File: src/rtl/ce_tick_gen.sv
// Programmable clock-enable pulse generator: one-cycle ce every P clocks,
// free-running or as a counted burst, with divisor updates applied only on period boundaries.
module ce_tick_gen #(
    parameter int CNT_W       = 16,
    parameter int DEFAULT_DIV = 4
) (
    input  logic             clk,
    input  logic             rst_n,
    input  logic             start,
    input  logic             stop,
    input  logic [CNT_W-1:0] burst_len,
    input  logic [CNT_W-1:0] cfg_div,
    input  logic             cfg_valid,
    output logic             cfg_ready,
    output logic             ce,
    output logic             busy,
    output logic             burst_done,
    output logic             dbg_state
);

    // Handshake: a divisor transfers on any edge where cfg_valid && cfg_ready;
    // cfg_ready stays low until that divisor has been applied to div_r.
    typedef enum logic {
        IDLE = 1'b0,
        RUN  = 1'b1
    } state_t;

    localparam logic [CNT_W-1:0] DIV_RST = CNT_W'(DEFAULT_DIV);
    localparam logic [CNT_W-1:0] ONE     = CNT_W'(1);

    state_t           state, state_nxt;
    logic [CNT_W-1:0] div_r;
    logic [CNT_W-1:0] cnt;
    logic [CNT_W-1:0] bcnt;
    logic [CNT_W-1:0] pend_div;
    logic [CNT_W-1:0] per_m1;
    logic             pend_valid;
    logic             wrap;
    logic             go;
    logic             abort;
    logic             last_ce;
    logic             cfg_take;
    logic             apply;
    logic             ce_d;
    logic             done_d;
    logic             busy_d;

    // A divisor of 0 behaves like 1: wrap every cycle.
    assign per_m1   = (div_r == '0) ? '0 : div_r - ONE;
    assign wrap     = (state == RUN) && (cnt == per_m1);
    assign go       = (state == IDLE) && start && !stop;
    assign abort    = (state == RUN) && stop;
    assign last_ce  = wrap && !stop && (bcnt == ONE);
    assign cfg_take = cfg_valid && !pend_valid;
    assign apply    = pend_valid && ((state == IDLE) || (wrap && !stop));

    assign cfg_ready = !pend_valid;
    assign dbg_state = state;

    always_ff @(posedge clk or negedge rst_n) begin
        if (!rst_n) begin
            state <= IDLE;
        end else begin
            state <= state_nxt;
        end
    end

    always_comb begin
        state_nxt = state;
        case (state)
            IDLE: begin
                if (start && !stop) state_nxt = RUN;
            end
            RUN: begin
                if (stop)         state_nxt = IDLE;
                else if (last_ce) state_nxt = IDLE;
            end
            default: state_nxt = IDLE;
        endcase
    end

    // busy stays high through the cycle carrying the final burst pulse.
    always_comb begin
        ce_d   = wrap && !stop;
        done_d = last_ce;
        busy_d = (state_nxt == RUN) || last_ce;
    end

    always_ff @(posedge clk or negedge rst_n) begin
        if (!rst_n) begin
            ce         <= 1'b0;
            burst_done <= 1'b0;
            busy       <= 1'b0;
        end else begin
            ce         <= ce_d;
            burst_done <= done_d;
            busy       <= busy_d;
        end
    end

    always_ff @(posedge clk or negedge rst_n) begin
        if (!rst_n) begin
            cnt  <= '0;
            bcnt <= '0;
        end else if (go) begin
            cnt  <= '0;
            bcnt <= burst_len;
        end else if (abort) begin
            cnt <= '0;
        end else if (wrap) begin
            cnt <= '0;
            if (bcnt != '0) bcnt <= bcnt - ONE;
        end else if (state == RUN) begin
            cnt <= cnt + ONE;
        end
    end

    // apply needs a held divisor and cfg_take needs an empty slot, so they never coincide.
    always_ff @(posedge clk or negedge rst_n) begin
        if (!rst_n) begin
            div_r      <= DIV_RST;
            pend_div   <= '0;
            pend_valid <= 1'b0;
        end else if (apply) begin
            div_r      <= pend_div;
            pend_valid <= 1'b0;
        end else if (cfg_take) begin
            pend_div   <= cfg_div;
            pend_valid <= 1'b1;
        end
    end

endmodule

File: config.mk
export PLATFORM = sky130hd
export DESIGN_NAME = ce_tick_gen
export DESIGN_NICKNAME = d
export VERILOG_FILES = /design/src/rtl/ce_tick_gen.sv
export SDC_FILE = /design/constraint.sdc
export NUM_CORES = 1
export LEC_CHECK = 0
export CORE_ASPECT_RATIO = 1.5
export CORE_MARGIN = 3
export CORE_UTILIZATION = 60
export DETAILED_ROUTE_END_ITERATION = 12
export PLACE_DENSITY = 0.91
export SKIP_CTS_REPAIR_TIMING = 1
export SLEW_MARGIN = 20
export SYNTH_ARGS = -nofsm -noshare
export SYNTH_HDL_FRONTEND = slang
export SYNTH_SLANG_ARGS = --single-unit
File: constraint.sdc
create_clock -name clk -period 5.7 [get_ports clk]
set_input_delay 1.14 -clock clk [delete_from_list [all_inputs] [get_ports clk]]
set_output_delay 1.14 -clock clk [all_outputs]
set_load 0.05 [all_outputs]
==> results.md <==
* Status: completed
* Final net count at around 560
* Number of synthesized flops with an enable pin at 0
* Slowest cell on crit path: nor4_1
* Row cnt at 37
* Register bit total from synthesis at just under 70
* Max-slew violations at 0
* Logic depth of the worst path, buffers included at 10
* Vias per cell at 6.43
* Largest net degree at the start of global routing at 70
* Top cells by area, synth: dfrtp_1 38%, mux2_2 5.5%, nand2_1 4.8%
* Htree depth at 3
* WP data arrival at about 4 ns
* Syn Area/Cell at roughly 9.1 um2
* Share of the synthesized area in the top cell type at 38.0%
* Die Span Y at 112 um
* Setup ws final at around 1.8 ns
* Synth Net Count at about 530
* TritonCTS clock tree: yes
* Root buffer cell: clkbuf_8
* Clk sinks at just under 70
* Initial Util at between 60% and 70%
* Maximum VDD drop at around 0.00025 V
* R2R Setup Slk at ~1.8 ns
* Die ar. at roughly 0.0086 mm2
* Worst Reg-to-Reg Cells at 10
* Die width at 76.5 um
* Hold Path Cell Cnt at 1
* Hold_sp: pend_div[10]$_DFFE_PN0P_
* Area growth syn-to-layout at 13.5%
* Cells after synthesis at a little under 500
* Unrepaired setup endpoints after global routing: false
* Synth Flop Type: dfrtp_1
* Top Ports at 42
* Ant diodes at 0
* Post-Syn Area at about 0.0045 mm2
* Ys Warns at 0
* Final core utilization at 72.2%
* Buffer levels on the longest clock path at 2
* Final Hold Viols at 0
* TritonCTS Buffers at 9
* Distinct cells, synth at 66
* WL final at roughly 11 mm
* Max transition margin at 42.9%
* Setup crit start kind: register
* CP cell instances: nor4_1, and2_1, nand4_1, or4_1, o2bb2ai_1, a2111oi_4, nand4_1, buf_4, o311ai_0, nand3_1
* Number of antenna violations at the first check in global routing at 0
* Register Area at ~0.0017 mm2
* FF-to-FF Start: div_r[3]$_DFFE_PN0P_
* Min Tclk post-route at ~3.9 ns
* Maximum Capacitance Violations at 0
* Most frequent CP cell: nand4_1
* Crit-path leading delay family: simple AND/OR/NAND/NOR gates
* FMAX at between 200 and 300 MHz
* Critical path class: reg2reg
* CP max FO at 21
* Vias in the first global route at between 4k and 5k
* Overflow after GRT at 0
* Pre-CTS setup slack at roughly 1.9 ns
* Initial DRC count at 380
* Setup-failing EPs final at 0
* Overall power at 1.63 mW
* RePlAce Congestion at ~0.95
* Buffers on Ports at between 40 and 50
* Core box area at 0.00704 mm2
* Clk pin slew, worst setup/hold paths at about 0.08 ns
* GRT Total Usage at between 20% and 30%
* DRT antenna net count at 0
* Dpl cells at 603
* Slowest stage delay, CP at between 0.7 and 0.8 ns
* Leak Pwr at 1.98 nW
* Commonest non-fill, non-tap cell in the layout: dfrtp_1
* Clock latency on the worst-skew pair at approximately 0.36 ns
* Worst Hold Path EP: div_r[10]$_DFFE_PN0P_
* Worst Setup SP: div_r[3]$_DFFE_PN0P_
* Filler-free cell count of the finished design at 619
* Slew @ Worst Pin at approximately 0.86 ns
* Sum of buffers and inverters on the critical path at 1
* Drt drc at 0
* Setup tns final at 0 ns
* DP HPWL at between 8 and 9 mm
* Via Count at between 3k and 4k
* Initial DRT Pass Iterations at 5
* Fillers at around 570
* Crit path required time at 5.92 ns
* Pwr Density at between 300 and 400 mW/mm2
* Share of layout cells above drive strength 1 at between 10% and 20%
* Most frequent cells in the layout: 68 x dfrtp_1, 57 x nand2_1, 40 x clkdlybuf4s50_1, 37 x nor2_1, 32 x o21ai_0
* Period utilisation layout at between 60 and 70%
* Worst Clk Skew at ~0.014 ns
* Crit end category: register
* First-pass GRT wire length at just under 20 mm
* WL per Instance at approximately 18 um
* Area of the multi-input gates at 0.00259 mm2
* Register area share after synthesis at approximately two fifths
* Post-synth ARST share at between 90% and 100%
* RR Endpoint: bcnt[7]$_DFFE_PN0P_
* Hold WC Path Type: reg2reg
* Area leader, netlist: dfrtp_1
-- synth_stat cells, drive strengths merged, types with 9 or more instances --
master / n
nor4: 11
nor2: 38
dfrtp: 68
xnor2: 14
xor2: 9
nand2b: 9
clkbuf: 23
a21oi: 12
nand3: 18
and3: 11
mux2: 32
nor3: 25
inv: 9
nand2: 57
o21ai: 33
-- how the worst max path moves through the flow --
stage	end	slack, ns
after floorplan	div_r[0]$_DFFE_PN0P_	2.44
final	bcnt[7]$_DFFE_PN0P_	1.85
after detailed placement	bcnt[9]$_DFFE_PN0P_	1.93
after global placement	bcnt[7]$_DFFE_PN0P_	2.02
after CTS	bcnt[9]$_DFFE_PN0P_	1.88
after global routing	bcnt[7]$_DFFE_PN0P_	1.44
-- stage by stage --
step / hold slack [ns] / cell area [um2]
2_1_floorplan: 0.477 / 4470
3_3_place_gp: 0.489 / 4890
3_5_place_dp: 0.490 / 4890
4_1_cts: 0.505 / 5080
5_1_grt: 0.523 / 5080
6_report: 0.501 / 5080
-- cell families after synthesis --
| family | count (synthesis) | synth area share [%] |
|---|---|---|
| buffers and inverters | 40 | 3.69 |
| adder cells (fa/ha/maj) | 4 | 1.12 |
| multiplexers | 37 | 10.0 |
| AO/OA/AOI/OAI | 96 | 15.0 |
| flip-flops | 69 | 38.6 |
| XOR/XNOR | 23 | 4.50 |
| AND/OR/NAND/NOR | 224 | 27.0 |
-- where the power goes --
group	internal (mW)	switching, mW	leakage [nW]	total (mW)
clock network	0.162	0.208	0.0824	0.369
logic	0.262	0.249	1.05	0.511
registers	0.588	0.161	0.848	0.749
total	1.01	0.617	1.98	1.63
-- cell type report --
class	instances	share of cell area, %
Clock buffer	9	2.44
Multi-Input combinational cell	384	50.9
Clock inverter	7	1.13
Tap cell	97	2.39
Timing Repair Buffer	44	8.43
Inverter	9	0.665
Sequential cell	69	34.0
-- registers in the layout, summed over array words and instances (netlist names) --
| signal | cells |
|---|---|
| bcnt | 16 |
| burst_done | 1 |
| busy | 1 |
| ce | 1 |
| cnt | 16 |
| dbg_state | 1 |
| div_r | 16 |
| pend_div | 16 |
| pend_valid | 1 |
-- per-layer routing --
| metal | share of wire (%) | global-route usage (%) | vias up |
|---|---|---|---|
| li1 | - | - | 1848 |
| met1 | 38 | 31.7 | 1887 |
| met2 | 51 | 49.8 | 196 |
| met3 | 5.7 | 6.39 | 50 |
| met4 | 4.5 | 14.6 | 0 |
| met5 | 0 | 0 | - |
-- worst reg2reg max path: stages, from the launching register on --
cell and delay (ns):
dfrtp_1 0.45, nor4_1 0.74, and2_1 0.31, nand4_1 0.24, or4_1 0.51, o2bb2ai_1 0.18
a2111oi_4 0.41, nand4_1 0.14, buf_4 0.25, o311ai_0 0.37, nand3_1 0.12
No activity file was read; power rests on OpenSTA's default activity.
